`config.mk`:
```
export PLATFORM = sky130hd
export DESIGN_NAME = pc_fetch_unit
export DESIGN_NICKNAME = d
export VERILOG_FILES = /design/src/rtl/pc_fetch_unit.sv
export SDC_FILE = /design/constraint.sdc
export NUM_CORES = 1
export LEC_CHECK = 0
export CORE_ASPECT_RATIO = 0.75
export CORE_MARGIN = 2
export CORE_UTILIZATION = 30
export DETAILED_ROUTE_END_ITERATION = 6
export GPL_TIMING_DRIVEN = 0
export PLACE_DENSITY = 0.57
export SKIP_LAST_GASP = 1
export SYNTH_ARGS = -nofsm -noshare
export SYNTH_HDL_FRONTEND = slang
export SYNTH_SLANG_ARGS = --single-unit
```
`constraint.sdc`:
```
create_clock -name CLK -period 4.4 [get_ports CLK]
set_input_delay 0.66 -clock CLK [delete_from_list [all_inputs] [get_ports CLK]]
set_output_delay 0.66 -clock CLK [all_outputs]
set_load 0.02 [all_outputs]
```
`src/rtl/pc_fetch_unit.sv`:
```
// pc_fetch_unit: program counter and next-PC selection feeding Instruction_Memory.
// A BOOT/RUN/HALTED state machine gates instruction fetch after reset and
// freezes the PC on a halt instruction.
// Optional feature: define PC_BOUND_CHECK_EN to halt with a sticky AddrErr when
// the next PC would fall outside the MEM_BYTES instruction memory. Without the
// macro the PC wraps modulo 2^32 and AddrErr is constant 0.
module pc_fetch_unit #(
   parameter logic [31:0] RESET_ADDR = 32'h0000_0000,
   parameter int unsigned MEM_BYTES  = 256
) (
   input  logic        CLK,
   input  logic        Reset,
   input  logic        PCWre,
   input  logic [1:0]  PCSrc,
   input  logic [15:0] Immediate,
   input  logic [25:0] JumpAddr,
   input  logic        Halt,
   output logic [31:0] InsAddr,
   output logic        InsMemRW,
   output logic [31:0] PC4,
   output logic        Running,
   output logic        AddrErr
);

   localparam int unsigned AddrW = 32;
   localparam int unsigned ImmW  = 16;
   localparam int unsigned JmpW  = 26;

`ifdef PC_BOUND_CHECK_EN
   localparam bit BoundCheckEn = 1'b1;
`else
   localparam bit BoundCheckEn = 1'b0;
`endif

   typedef enum logic [1:0] {
      BOOT   = 2'd0,
      RUN    = 2'd1,
      HALTED = 2'd2
   } state_e;

   state_e             state_q, state_d;
   logic [AddrW-1:0]   pc_q, pc_d;
   logic               insmemrw_q, insmemrw_d;
   logic               running_q, running_d;
   logic               addr_err_q, addr_err_d;

   logic [AddrW-1:0]   pc_seq_c;
   logic [AddrW-1:0]   br_off_c;
   logic [AddrW-1:0]   pc_target_c;
   logic               oob_c;

   // Candidate next PC from the PCSrc selector; all sums wrap modulo 2^32.
   always_comb begin
      pc_seq_c    = pc_q + AddrW'(4);
      br_off_c    = {{(AddrW-ImmW-2){Immediate[ImmW-1]}}, Immediate, 2'b00};
      pc_target_c = pc_q;
      unique case (PCSrc)
         2'b00:   pc_target_c = pc_seq_c;
         2'b01:   pc_target_c = pc_seq_c + br_off_c;
         2'b10:   pc_target_c = {pc_seq_c[AddrW-1:AddrW-4], JumpAddr[JmpW-1:0], 2'b00};
         default: pc_target_c = pc_q;
      endcase
   end

   // Range check on the candidate PC; folds to 0 when the feature is disabled.
   always_comb begin
      oob_c = BoundCheckEn && (pc_target_c >= AddrW'(MEM_BYTES));
   end

   // Next-state, next-PC and registered-output decode.
   always_comb begin
      state_d    = state_q;
      pc_d       = pc_q;
      addr_err_d = addr_err_q;
      unique case (state_q)
         BOOT: begin
            state_d = RUN;
         end
         RUN: begin
            if (Halt) begin
               state_d = HALTED;
            end else if (PCWre) begin
               if (oob_c) begin
                  state_d    = HALTED;
                  addr_err_d = 1'b1;
               end else begin
                  pc_d = pc_target_c;
               end
            end
         end
         HALTED: begin
            state_d = HALTED;
         end
         default: begin
            state_d = BOOT;
         end
      endcase
      insmemrw_d = (state_d != BOOT);
      running_d  = (state_d == RUN);
   end

   // State and PC registers with synchronous active-high reset.
   always_ff @(posedge CLK) begin
      if (Reset) begin
         state_q    <= BOOT;
         pc_q       <= RESET_ADDR;
         insmemrw_q <= 1'b0;
         running_q  <= 1'b0;
         addr_err_q <= 1'b0;
      end else begin
         state_q    <= state_d;
         pc_q       <= pc_d;
         insmemrw_q <= insmemrw_d;
         running_q  <= running_d;
         addr_err_q <= addr_err_d;
      end
   end

   assign InsAddr  = pc_q;
   assign PC4      = pc_q + AddrW'(4);
   assign InsMemRW = insmemrw_q;
   assign Running  = running_q;
   assign AddrErr  = addr_err_q;

endmodule

```
# After elaboration in Yosys (flattened, before gate mapping)
# Cells that the tools add are included.
# totals
ff_bits	36
latch_bits	0
mem_bits_rw	0
rom_bits	0
out_inout_bits	67
word_cells	20
memories	0
# classes
addsub	2
n_mul	0
div	0
order_cmp	0
eq_ne	5
shifts	0
n_mux	3
bitwise	1
n_reduce_logical	5
# op_table
op	n
case mux 32 bit (3 select lines)	1
adder 32 x 3 -> 32 bit (second input constant)	1
adder 32 bit	1
equality test 2 x 1 -> 1 bit (second input constant)	3
case mux 2 bit (3 select lines)	1
equality test 2 bit (second input constant)	2
zero test 2 bit	2
AND reduction 4 bit	1
nonzero test 3 bit	1
two-way mux 2 bit	1
nonzero test 2 bit	1
NOT 1 bit	1

# Longest topological paths before layout
# logic_depth
depth_word	3
ltp_mapped	17
depth_no_buf	16

# Worst setup path after synthesis
# No wires, ideal clock.
# synth_timing
path_type	register -> register
start	register pc_q[2] (netlist: InsAddr[2])
end	register pc_q[30] (netlist: InsAddr[30])
arrival_ns	4.119
setup_slack_ns	0.158
stages_incl_launch_ff	17
period_less_slack_ns	4.242
path_cell_list	dfxtp_1 ha_1 nand3_1 nor2_1 and4_1 and2_2 xor2_1 ha_1 and2_1 and3_1 and3_1 o21a_1 a311o_1 a221oi_2 xnor2_1 a221oi_1 nor2_1
# synth_via
elab_chain_len	3
# synth_rtl
item	line_no	rtl
from (decl)	42	logic [AddrW-1:0] pc_q, pc_d;
from (signal assigned)	112	pc_q <= pc_d;
adder 32 x 3 -> 32 bit	-	
via PC4[20]	20	output logic [31:0] PC4,
adder 32 bit	59	2'b01: pc_target_c = pc_seq_c + br_off_c;
case mux 32 bit (3 select lines)	57	unique case (PCSrc)
# The timed path passes the listed nets, and every way through them passes these cells.
# A chain may end at the register's enable or synchronous reset.

# Final worst setup path
# layout_timing
start	register pc_q[4] (netlist: InsAddr[4])
end	register pc_q[28] (netlist: InsAddr[28])
# layout_via
elab_chain_len	3
# layout_rtl
item	line_no	rtl
adder 32 x 3 -> 32 bit (*)	54	pc_seq_c = pc_q + AddrW'(4);
adder 32 bit	59	
case mux 32 bit (3 select lines) (*)	57	
# Every way passes the cells marked *; elsewhere a longest branch is shown, timed or not.

==> flow_summary.json <==
{
  "postRouteAntennaNets": 0,
  "dpl.cell_count": 825,
  "slew_headroom_pct": 38.9,
  "ctsLongestPathBuffers": 2,
  "unrepaired_setup_endpoints_after_global_routing": "false",
  "async_reset_ff_share_pct": 0,
  "power.static_leakage_nw": 2.36,
  "synth_cell_type_count": 68,
  "place.gp.congestion": 0.896,
  "postSynthRegisterBits": 34,
  "stdcell_area_sq_um": 5650,
  "post_synth_and_or_nand_nor_area_fraction_pct": 22.9,
  "cts.sinks": 34,
  "number_of_standard_cells_in_the_layout_taps_in_and_fillers_out": 836,
  "worst_path_largest_cell_delay_ps": 460,
  "routed_wire_length_per_instance_microns": 19.7,
  "die_w_microns": 138,
  "chipHeight_microns": 105,
  "cap_viol_max_count": 0,
  "post_dp_cell_area_sq_um": 5370,
  "postSynth.topFlopCell": "sky130_fd_sc_hd__dfxtp_1",
  "timing.clock.skew_ps": 5.71,
  "crit_path_frequent_cell": "sky130_fd_sc_hd__and3_1",
  "track_usage_pct": 21.8,
  "crit_path_buf_inv_count": 0,
  "insertion_delay_ps": 290,
  "synthAdderAreaFrac_pct": 12.2,
  "worst_pin_slew_ps": 913,
  "drc": 0,
  "dr.first_iter.drc_count": 406,
  "cts_tree": "yes",
  "placeableCoreArea_sq_um": 13100,
  "post_synthesis_cell_area_sq_um": 4060,
  "synth_top_cells_by_count": "50 x sky130_fd_sc_hd__a21oi_1, 49 x sky130_fd_sc_hd__nand2_1, 45 x sky130_fd_sc_hd__nor2_1",
  "clk_root_buffer_cell": "sky130_fd_sc_hd__clkbuf_16",
  "synthesis.area_per_instance_sq_um": 7.49,
  "required_time_of_the_critical_path_ps": 4530,
  "detail_route.first_pass.iterations": 5,
  "path_cells": "nand3_1 -> nor2_4 -> and3_1 -> and3_1 -> and4_2 -> xor2_4 -> ha_1 -> and2_1 -> and3_1 -> and3_1 -> o21a_1 -> a311o_1 -> a31o_2 -> a21oi_1 -> xor2_1 -> a31oi_1",
  "port_buffers": 108,
  "setup_tns_ps": 0,
  "netlist.area_leader.share_pct": 16.8,
  "clock_tree.htree_level_count": 2,
  "grt_first_pass_wirelength_mm": 25.1,
  "grt_overflow_total": 0,
  "cts_hold_buf": 0,
  "first_global_vias": 4429,
  "muxShareOfSynthArea_pct": 0.771,
  "grt_max_degree": 19,
  "synth_sequential_area_ratio_pct": 16.8,
  "n_fill_cell": 1288,
  "post_synthesis_cell_count": 542,
  "rows": 36,
  "timing_worst_setup_path_type": "flop to flop",
  "antenna_cells_inserted": 0,
  "timing.hold.ws_ps": 523,
  "hold_violations": 0,
  "design_power_total_mw": 1.05,
  "yosysTopAreaCell": "sky130_fd_sc_hd__dfxtp_1",
  "vias": 4831,
  "fmaxAchievable_ghz": 0.236,
  "areaGrowthSynthToFinish_pct": 39.2,
  "crit_slowest_cell": "sky130_fd_sc_hd__dfxtp_1",
  "post-synth-top-count-cell": "sky130_fd_sc_hd__a21oi_1",
  "result_of_the_run": "complete, no violations",
  "final-seq-area_sq_um": 683,
  "slew_violations": 0,
  "drive_above_1_share_pct": 8.27,
  "critical_path_startpoint_category": "flop",
  "timing.hold.worst.class": "flop to flop",
  "worst_slack_ps": 162,
  "cts_made_buffers": 5,
  "finalSetupViolCount": 0,
  "pwr_density_cell_nw_per_um2": 186,
  "number_of_antenna_violations_at_the_first_check_in_global_routing": 0,
  "crit_fanout": 7,
  "area_fraction_in_compound_gates_after_synthesis_pct": 31.7,
  "starting_density_pct": 31.0,
  "period_share_pct": 96.3,
  "period_needed_ps": 4240,
  "via_per_inst": 5.78,
  "largest_family_of_logic_cells_by_synthesized_area": "compound AO/OA/AOI/OAI gates",
  "number_of_enable_flip_flop_cells_after_synthesis": 0,
  "crit_family": "simple AND/OR/NAND/NOR gates",
  "finish.utilization_pct": 43.1,
  "multi_input_comb_area_sq_um": 3310,
  "yosysWarnings": 0,
  "wl_mm": 16.5,
  "ys_top_cells_by_area": "sky130_fd_sc_hd__dfxtp_1 17%, sky130_fd_sc_hd__ha_1 12%, sky130_fd_sc_hd__xnor2_1 6.5%",
  "synth_xor_area_share_pct": 11.0,
  "post-dp-hpwl_mm": 12.8,
  "placement.setup.worst_slack_ps": -344,
  "vdd.ir_drop.worst_mv": 0.132,
  "clk_slew_on_worst_s_h_paths_ps": 60,
  "setup.worst_path.end_class": "flop",
  "crit_arrival_ps": 4360,
  "fin_nets": 752,
  "io_pins": 115,
  "fp.dieArea_sq_um": 14500
}
==> worst reg2reg max path, cell delays in order (launching register included) <==
cell,delay (ps)
sky130_fd_sc_hd__dfxtp_1,460
sky130_fd_sc_hd__nand3_1,160
sky130_fd_sc_hd__nor2_4,180
sky130_fd_sc_hd__and3_1,250
sky130_fd_sc_hd__and3_1,310
sky130_fd_sc_hd__and4_2,320
sky130_fd_sc_hd__xor2_4,230
sky130_fd_sc_hd__ha_1,300
sky130_fd_sc_hd__and2_1,180
sky130_fd_sc_hd__and3_1,190
sky130_fd_sc_hd__and3_1,210
sky130_fd_sc_hd__o21a_1,130
sky130_fd_sc_hd__a311o_1,430
sky130_fd_sc_hd__a31o_2,270
sky130_fd_sc_hd__a21oi_1,160
sky130_fd_sc_hd__xor2_1,190
sky130_fd_sc_hd__a31oi_1,110
==> sequential cells by signal, indices dropped and copies added, names as in the netlist <==
| register | flops |
|---|---|
| Running | 1 |
| state_q | 2 |
| InsMemRW | 1 |
| InsAddr | 30 |
==> cell usage in the layout, fill, tap and decap left out, types with 7 or more instances in the layout <==
| cell | instances |
|---|---|
| sky130_fd_sc_hd__a211oi_1 | 9 |
| sky130_fd_sc_hd__a21o_1 | 20 |
| sky130_fd_sc_hd__a21oi_1 | 46 |
| sky130_fd_sc_hd__a221oi_1 | 14 |
| sky130_fd_sc_hd__a22oi_1 | 7 |
| sky130_fd_sc_hd__a31oi_1 | 9 |
| sky130_fd_sc_hd__and3_1 | 14 |
| sky130_fd_sc_hd__buf_4 | 10 |
| sky130_fd_sc_hd__clkbuf_1 | 25 |
| sky130_fd_sc_hd__clkdlybuf4s50_1 | 108 |
| sky130_fd_sc_hd__dfxtp_1 | 32 |
| sky130_fd_sc_hd__ha_1 | 37 |
| sky130_fd_sc_hd__inv_1 | 12 |
| sky130_fd_sc_hd__nand2_1 | 49 |
| sky130_fd_sc_hd__nand3_1 | 17 |
| sky130_fd_sc_hd__nand4_1 | 9 |
| sky130_fd_sc_hd__nor2_1 | 43 |
| sky130_fd_sc_hd__nor3_1 | 13 |
| sky130_fd_sc_hd__o211ai_1 | 8 |
| sky130_fd_sc_hd__o21ai_0 | 26 |
| sky130_fd_sc_hd__xnor2_1 | 27 |
| sky130_fd_sc_hd__xor2_1 | 19 |
==> per-layer routing <==
metal	vias to the layer above	global-route usage [%]	share of wire (%)
met5	-	0	0
met2	263	32.1	42
li1	2275	-	-
met3	20	3.48	9.1
met4	0	3.50	1.0
met1	2273	33.6	48
==> kinds of logic after synthesis <==
kind of cell,Yosys count
compound gates,190
flops,34
other cells,1
xor+xnor,51
mux,3
buf+inv,44
simple gates,180
fa+ha+maj,39
==> power by group <==
group	leakage, nW	internal (mW)	switching (mW)
Sequential	0.277	0.319	0.0172
Clock	0.0619	0.207	0.145
Combinational	2.02	0.155	0.209
==> final cells by class <==
| type | instances | share of cell area [%] |
|---|---|---|
| well taps | 171 | 3.79 |
| clock inverters | 2 | 0.266 |
| clock buffers | 5 | 2.22 |
| flip-flops and latches | 34 | 12.1 |
| repair buffers | 113 | 19.8 |
| inverters | 12 | 0.798 |
| multi-input cells | 468 | 58.6 |
| plain buffers | 31 | 2.41 |
==> repair_timing <==
| action | 4_1_cts | 5_1_grt |
|---|---|---|
| endpoints found under the setup margin | 6 | 7 |
| gates resized for setup | 8 | 16 |
| pin swaps | 1 | 3 |
| setup buffers | 1 | 4 |
==> final timing paths <==
path / start / end / slack (ps) / depth (start not counted)
min: state_q[1] / state_q[0] / 520 / 1
max reg2reg: InsAddr[4] / InsAddr[28] / 160 / 16
max: InsAddr[4] / InsAddr[28] / 160 / 16
min reg2reg: state_q[1] / state_q[0] / 520 / 1
No activity file was read; power rests on OpenSTA's default activity.
